`src/rtl/audio_dac_fifo.sv`:
```
// audio_dac_fifo: playback sample buffer ahead of the codec transceiver.
// Accepts packed {left, right} samples over valid/ready, stores them in a
// circular RAM, and returns one sample per dacdat_req on a registered output.
// A request on an empty FIFO is an underrun: it pulses underrun, bumps a
// saturating counter and substitutes a sample so the serial stream never stalls.
//
// Build option:
//   AUDIO_DAC_FIFO_HOLD_EN defined   -> underrun repeats the last sample
//   AUDIO_DAC_FIFO_HOLD_EN undefined -> underrun outputs silence (all zeros)

module audio_dac_fifo #(
  parameter int WIDTH  = 32,
  parameter int DEPTH  = 16,
  parameter int LOW_WM = 4
) (
  input  logic                       clk,
  input  logic                       rst_n,
  input  logic                       clear,
  input  logic [WIDTH-1:0]           s_data,
  input  logic                       s_valid,
  output logic                       s_ready,
  input  logic                       dacdat_req,
  output logic [WIDTH-1:0]           dacdat_in,
  output logic [$clog2(DEPTH+1)-1:0] level,
  output logic                       low_wm,
  output logic                       underrun,
  output logic [15:0]                underrun_cnt
);

  localparam int AW = $clog2(DEPTH);
  localparam int LW = $clog2(DEPTH+1);
  localparam logic [LW-1:0] LEVEL_FULL = LW'(DEPTH);
  localparam logic [LW-1:0] LEVEL_LOW  = LW'(LOW_WM);

  logic [WIDTH-1:0] mem [DEPTH];
  logic [AW-1:0]    wr_ptr;
  logic [AW-1:0]    rd_ptr;

  logic level_zero;
  logic do_pop;
  logic do_urun;
  logic do_push;

  assign level_zero = (level == '0);
  assign s_ready    = (level != LEVEL_FULL);
  assign low_wm     = (level < LEVEL_LOW);

  // A clear swallows every push and request in its cycle.
  assign do_pop  = dacdat_req & ~level_zero & ~clear;
  assign do_urun = dacdat_req &  level_zero & ~clear;
  // At full, a same-cycle pop frees the slot being written, so the sample is
  // still taken; the read of that slot returns the old contents.
  assign do_push = s_valid & (s_ready | do_pop) & ~clear;

  // Sample storage; contents need no reset.
  always_ff @(posedge clk) begin
    if (do_push) begin
      mem[wr_ptr] <= s_data;
    end
  end

  // Write pointer advances per accepted sample and wraps at DEPTH-1.
  always_ff @(posedge clk or negedge rst_n) begin
    if (!rst_n) begin
      wr_ptr <= '0;
    end else if (clear) begin
      wr_ptr <= '0;
    end else if (do_push) begin
      wr_ptr <= wr_ptr + AW'(1);
    end
  end

  // Read pointer advances per served request and wraps at DEPTH-1.
  always_ff @(posedge clk or negedge rst_n) begin
    if (!rst_n) begin
      rd_ptr <= '0;
    end else if (clear) begin
      rd_ptr <= '0;
    end else if (do_pop) begin
      rd_ptr <= rd_ptr + AW'(1);
    end
  end

  // Occupancy: an underrun removes nothing, so push+underrun still counts up.
  always_ff @(posedge clk or negedge rst_n) begin
    if (!rst_n) begin
      level <= '0;
    end else if (clear) begin
      level <= '0;
    end else begin
      case ({do_push, do_pop})
        2'b10:   level <= level + LW'(1);
        2'b01:   level <= level - LW'(1);
        default: level <= level;
      endcase
    end
  end

  // Output sample register: next entry on a pop, substitute on an underrun.
  always_ff @(posedge clk or negedge rst_n) begin
    if (!rst_n) begin
      dacdat_in <= '0;
    end else if (clear) begin
      dacdat_in <= '0;
    end else if (do_pop) begin
      dacdat_in <= mem[rd_ptr];
    end else if (do_urun) begin
`ifdef AUDIO_DAC_FIFO_HOLD_EN
      dacdat_in <= dacdat_in;
`else
      dacdat_in <= '0;
`endif
    end
  end

  // One-cycle underrun flag following the failed request.
  always_ff @(posedge clk or negedge rst_n) begin
    if (!rst_n) begin
      underrun <= 1'b0;
    end else begin
      underrun <= do_urun;
    end
  end

  // Underrun counter, sticks at all-ones rather than wrapping.
  always_ff @(posedge clk or negedge rst_n) begin
    if (!rst_n) begin
      underrun_cnt <= '0;
    end else if (clear) begin
      underrun_cnt <= '0;
    end else if (do_urun && (underrun_cnt != 16'hFFFF)) begin
      underrun_cnt <= underrun_cnt + 16'd1;
    end
  end

endmodule
```
`config.mk`:
```
export PLATFORM = sky130hd
export DESIGN_NAME = audio_dac_fifo
export DESIGN_NICKNAME = d
export VERILOG_FILES = /design/src/rtl/audio_dac_fifo.sv
export SDC_FILE = /design/constraint.sdc
export NUM_CORES = 1
export LEC_CHECK = 0
export CAP_MARGIN = 20
export CORE_MARGIN = 3
export CORE_UTILIZATION = 40
export DETAILED_ROUTE_END_ITERATION = 16
export PLACE_DENSITY_LB_ADDON = 0.2
export SLEW_MARGIN = 20
export SYNTH_ARGS = -nofsm -noshare
export SYNTH_HDL_FRONTEND = slang
export SYNTH_SLANG_ARGS = --single-unit
```
`constraint.sdc`:
```
create_clock -name clk -period 10.1 [get_ports clk]
set_input_delay 2.02 -clock clk [delete_from_list [all_inputs] [get_ports clk]]
set_output_delay 2.02 -clock clk [all_outputs]
set_load 0.05 [all_outputs]
```
==> flow_metrics.tcl, run 1 <==
set metrics [dict create \
    drive_gt1_share_pct 24.4 \
    grt_pass1_wl_mm 71.4 \
    required_ps 10390 \
    clk_pin_slew_ps 60 \
    vias 10300 \
    hp-class "flop to flop" \
    cts.sinks 574 \
    port-buffer-count 92 \
    synth-seq-area-share_pct 76.4 \
    hold_violations 0 \
    syn_area_mm2 0.0222 \
    power_leakage_nw 8.13 \
    worst-setup-path-type "input pin to flop" \
    die_h_um 241 \
    synthArstFlopShare_pct 10.8 \
    place_congestion 0.768 \
    rsz0062_at_grt "no" \
    seq_area_mm2 0.0169 \
    ys_ff_latch 574 \
    fin_nets 1173 \
    root_buffer "clkbuf_16" \
    multi_input_area_mm2 0.00506 \
    slew_viol_final 0 \
    yosys_warnings 0 \
    fin_hold_ws_ps 502 \
    hold_buffers 0 \
    antenna_found_initial 0 \
    cts_tree "built" \
    htree_levels 2 \
    tightest_slew_ps 1130 \
    worstPathArrival_ps 4910 \
    yosysUniqueCellTypes 42 \
    track_usage_pct 16.5 \
    fillCellCount 4457 \
    status "completed" \
    cp-end-kind "flop" \
    min_path_cells 1 \
    critPathLaunchType "input pin" \
    cts_setup_buffers 0 \
    irDropWorstVdd_mv 0.124 \
    fmax_mhz 216 \
    relSlewSlack_pct 24.4 \
    postRouteAntennaNets 0 \
    die_width_um 241 \
    fin_util_pct 47.5 \
    routed_via_density 5.41 \
    antenna_cells 0 \
    avgSynthCellArea_um2 22.0 \
    core_mm2 0.0543 \
    cts_resized 0 \
    cts_buffers 59 \
    min_period_over_period_pct 45.8 \
    synth_fp_nets 1050 \
    netlist_instances 1005 \
    finClkSkew_ps 17.8 \
    routed_wl_mm 46.5 \
    ioPinCount 93 \
    ff2ff_path_depth 5 \
    grt_pass1_vias 10900 \
    synth_ff_type "edfxtp_1" \
    num_rows 85 \
    grt_max_degree 63 \
    maxCapViolCount 0 \
    final_cell_mix "512 x edfxtp_1, 160 x mux4_2, 91 x clkdlybuf4s50_1" \
    synth_edf_count 512 \
    drt_first_pass_iters 4 \
    die-area_mm2 0.0582 \
    setup-violations-final 0 \
    clk_latency_ps 610 \
    finalCriticalPeriod_ps 4620 \
    layout_commonest_cell "edfxtp_1" \
    place.detailed.hpwl_mm 25.1 \
    area_growth_pct 16.5 \
    finalSetupTns_ps 0 \
    powerDensity_mw_per_mm2 228 \
    drc 0 \
    grt_remaining_overflow 0 \
    crit_path_max_fanout 32 \
    cts_buffer_depth 3 \
    drt_iter0_drc 838 \
    wire_per_inst_um 24.3 \
    start_util_pct 40.8 \
]
per-stage QoR:
stage          instances  instance area [µm²]  power [mW]  setup slack, ps
6_report            1914                25800        5.88             5480
5_1_grt             1914                25800        6.13             5300
4_1_cts             1914                25800        5.97             5450
3_5_place_dp        1806                24000        3.94             4850
3_3_place_gp        1806                24000        3.94             4900
2_1_floorplan       1005                22200        3.62             5170
kinds of logic after synthesis:
logic type               after synthesis  synth area share [%]
flip-flops                           574                  76.4
multiplexers                         166                  16.5
AND/OR/NAND/NOR                      111                  2.47
AO/OA/AOI/OAI                         75                  2.39
buffers and inverters                 59                  1.27
XOR/XNOR                              12                 0.474
adder cells (fa/ha/maj)                8                 0.452
path summary, 6_finish.rpt:
kind	startpoint	to	slack (ps)
setup / recovery	clear	mem[11][25]	5480
hold / removal	dacdat_in[8]	dacdat_in[8]	500
setup reg to reg	rd_ptr[0]	dacdat_in[0]	6630
hold reg to reg	dacdat_in[8]	dacdat_in[8]	500
max in group asynchronous	rst_n	rd_ptr[0]	7810
min in group asynchronous	rst_n	dacdat_in[6]	1580
per-layer routing:
metal	vias to the layer above	GRT usage [%]	part of all wire, %
met5	-	0	0
met1	5554	24.7	46
met3	58	2.27	4.5
li1	4474	-	-
met4	0	4.35	1.8
met2	263	25.9	48
synth_stat cells (4+ instances only):
cell type	number	area share, %
nand2_1	23	0.39
mux2i_1	6	0.27
xor2_1	8	0.32
inv_1	7	0.12
edfxtp_1	512	69
a31oi_1	4	0.11
clkbuf_1	27	0.46
buf_1	7	0.12
a22o_1	32	1.3
xnor2_1	4	0.16
ha_1	8	0.45
nand4_1	9	0.25
mux4_2	160	16
and3_1	11	0.31
a21oi_1	7	0.16
dfrtp_1	62	7.0
nand3_1	9	0.20
buf_4	10	0.34
nor2_1	41	0.69
nor3_1	4	0.090
o21ai_0	20	0.45
buf_2	6	0.14
flip-flops by register name, indices dropped and copies added, names as in the netlist:
register,flops
rd_ptr,4
mem,512
dacdat_in,32
wr_ptr,4
level,5
underrun_cnt,16
underrun,1
report_power, final:
group          total, mW  internal (mW)  switching (mW)  leakage [nW]
logic               1.14          0.551           0.584          1.81
clock network       2.01           1.14           0.875         0.863
registers           2.73           2.65          0.0774          5.46
layout make-up:
cell class	instances	area share [%]
Clock buffer	78	6.08
Clock inverter	30	0.819
Inverter	7	0.102
Multi-Input combinational cell	372	19.6
Sequential cell	574	65.6
Tap cell	739	3.58
Timing Repair Buffer	114	4.20
critical path: stages:
cell             delay, ps
clkdlybuf4s50_1        400
buf_4                  240
nand2b_1               320
a31oi_1                230
buf_4                  270
nand2_1                260
nor2_4                 760
buf_4                  390
No activity file was read; power rests on OpenSTA's default activity.
==> inputs of run 2 (changes only) <==
==> constraint.sdc (replaced) <==
create_clock -name clk -period 4.7 [get_ports clk]
set_input_delay 0.94 -clock clk [delete_from_list [all_inputs] [get_ports clk]]
set_output_delay 0.94 -clock clk [all_outputs]
set_load 0.05 [all_outputs]
==> flow_metrics.tcl, run 2 (synthesized netlist as in run 1, its figures left out) <==
set metrics [dict create \
    instances_no_fill 1928 \
    port-buffer-count 92 \
    power_mw 13.4 \
    maxCapViolCount 0 \
    drt_first_pass_iters 4 \
    grt_pass1_wl_mm 72.8 \
    required_ps 3760 \
    finClkSkew_ps 31.8 \
    start_util_pct 40.8 \
    irDropWorstVdd_mv 0.336 \
    hold_buffers 0 \
    antenna_found_initial 0 \
    hp-class "input pin to asynchronous set/reset pin" \
    wire_per_inst_um 25.1 \
    htree_levels 2 \
    clk_pin_slew_ps 60 \
    r2r-start "level[0]" \
    grt_max_degree 70 \
    die-area_mm2 0.0582 \
    hold_violations 0 \
    drive_gt1_share_pct 26.6 \
    cts_buffers 60 \
    cts.sinks 574 \
    cts_resized 0 \
    routed_via_density 5.46 \
    slew_viol_final 0 \
    ioPinCount 93 \
    area_growth_pct 19.4 \
    routed_wl_mm 48.4 \
    antenna_cells 0 \
    die_h_um 241 \
    grt_remaining_overflow 0 \
    setup-violations-final 0 \
    finalSetupTns_ps 0 \
    tightest_slew_ps 962 \
    layout_commonest_cell "edfxtp_1" \
    placed_cells 1814 \
    num_rows 85 \
    fin_util_pct 48.7 \
    largest_reg_flops 512 \
    worstPathArrival_ps 2570 \
    cts_setup_buffers 0 \
    cts_buffer_depth 3 \
    powerDensity_mw_per_mm2 508 \
    fin_hold_ws_ps 496 \
    postRouteAntennaNets 0 \
    cp-end-kind "output pin" \
    critPathLaunchType "flop" \
    fin_nets 1182 \
    largest_register "mem" \
    regToRegEndpoint "level[4]" \
    relSlewSlack_pct 35.9 \
    root_buffer "clkbuf_16" \
    track_usage_pct 17.1 \
    fmax_mhz 285 \
    cts_tree "built" \
    reg2reg_slack_ps 1680 \
    finalCriticalPeriod_ps 3510 \
    grt_pass1_vias 10900 \
    ff2ff_path_depth 12 \
    power_leakage_nw 8.41 \
    die_width_um 241 \
    crit_path_max_fanout 9 \
    rsz0062_at_grt "no" \
    drt_iter0_drc 872 \
    place_congestion 0.772 \
    status "completed" \
    min_period_over_period_pct 74.8 \
    top_regs "mem (512), dacdat_in (32), underrun_cnt (16)" \
    final_cell_mix "512 x edfxtp_1, 160 x mux4_2, 91 x clkdlybuf4s50_1" \
    core_mm2 0.0543 \
    place.detailed.hpwl_mm 28.8 \
    worst-setup-path-type "flop to output pin" \
    drc 0 \
    vias 10500 \
    clk_latency_ps 610 \
]
==> run 2: cell count changes in the layout (fill, tap and decap cells not counted), sizes merged <==
cell      before  now
clkinvlp       3    2
clkinv        24   20
clkbuf        78   79
bufinv         2   11
buf           23   31
inv            8    9
==> run 2: worst max-delay path by stage <==
stage                        start          to  slack [ps]  cells after the start
after global placement       clear    level[4]         830                     13
after detailed placement     clear    level[4]         830                     13
after global routing      level[0]     s_ready        1040                      3
after CTS                 level[0]     s_ready        1140                      3
after floorplan              clear  mem[12][0]         850                      6
final                     level[0]     s_ready        1190                      3
==> run 2: per-stage QoR <==
| step | setup WS (ps) | instance area (µm²) |
|---|---|---|
| finish | 1190 | 26500 |
| global route | 1040 | 26500 |
| global placement | 832 | 24300 |
| CTS | 1140 | 26500 |
| floorplan | 852 | 22200 |
| detailed placement | 833 | 24300 |
==> run 2: where the power goes <==
group	switching, mW	internal [mW]	total (mW)
logic	1.31	1.22	2.53
registers	0.185	5.69	5.87
clock network	1.94	3.10	5.04
==> run 2: final cells by class <==
class	instances	area, µm²
Clock buffer	79	1660
Clock inverter	35	487
Fill cell	4403	27900
Inverter	7	26.3
Multi-Input combinational cell	372	5060
Sequential cell	574	16900
Tap cell	739	925
Timing Repair Buffer	122	1360
==> run 2: worst max-delay path, stage by stage (launching register included) <==
cell             delay (ps)
dfrtp_1                 480
nor4_2                  680
nand2_1                 110
clkdlybuf4s50_1         720
==> run 2: per-layer routing <==
metal	vias to the layer above	share of wire, %	GRT usage (%)
met1	5729	48	26.6
met2	234	46	25.6
li1	4499	-	-
met4	0	1.5	3.75
met5	-	0	0
met3	64	4.4	2.71
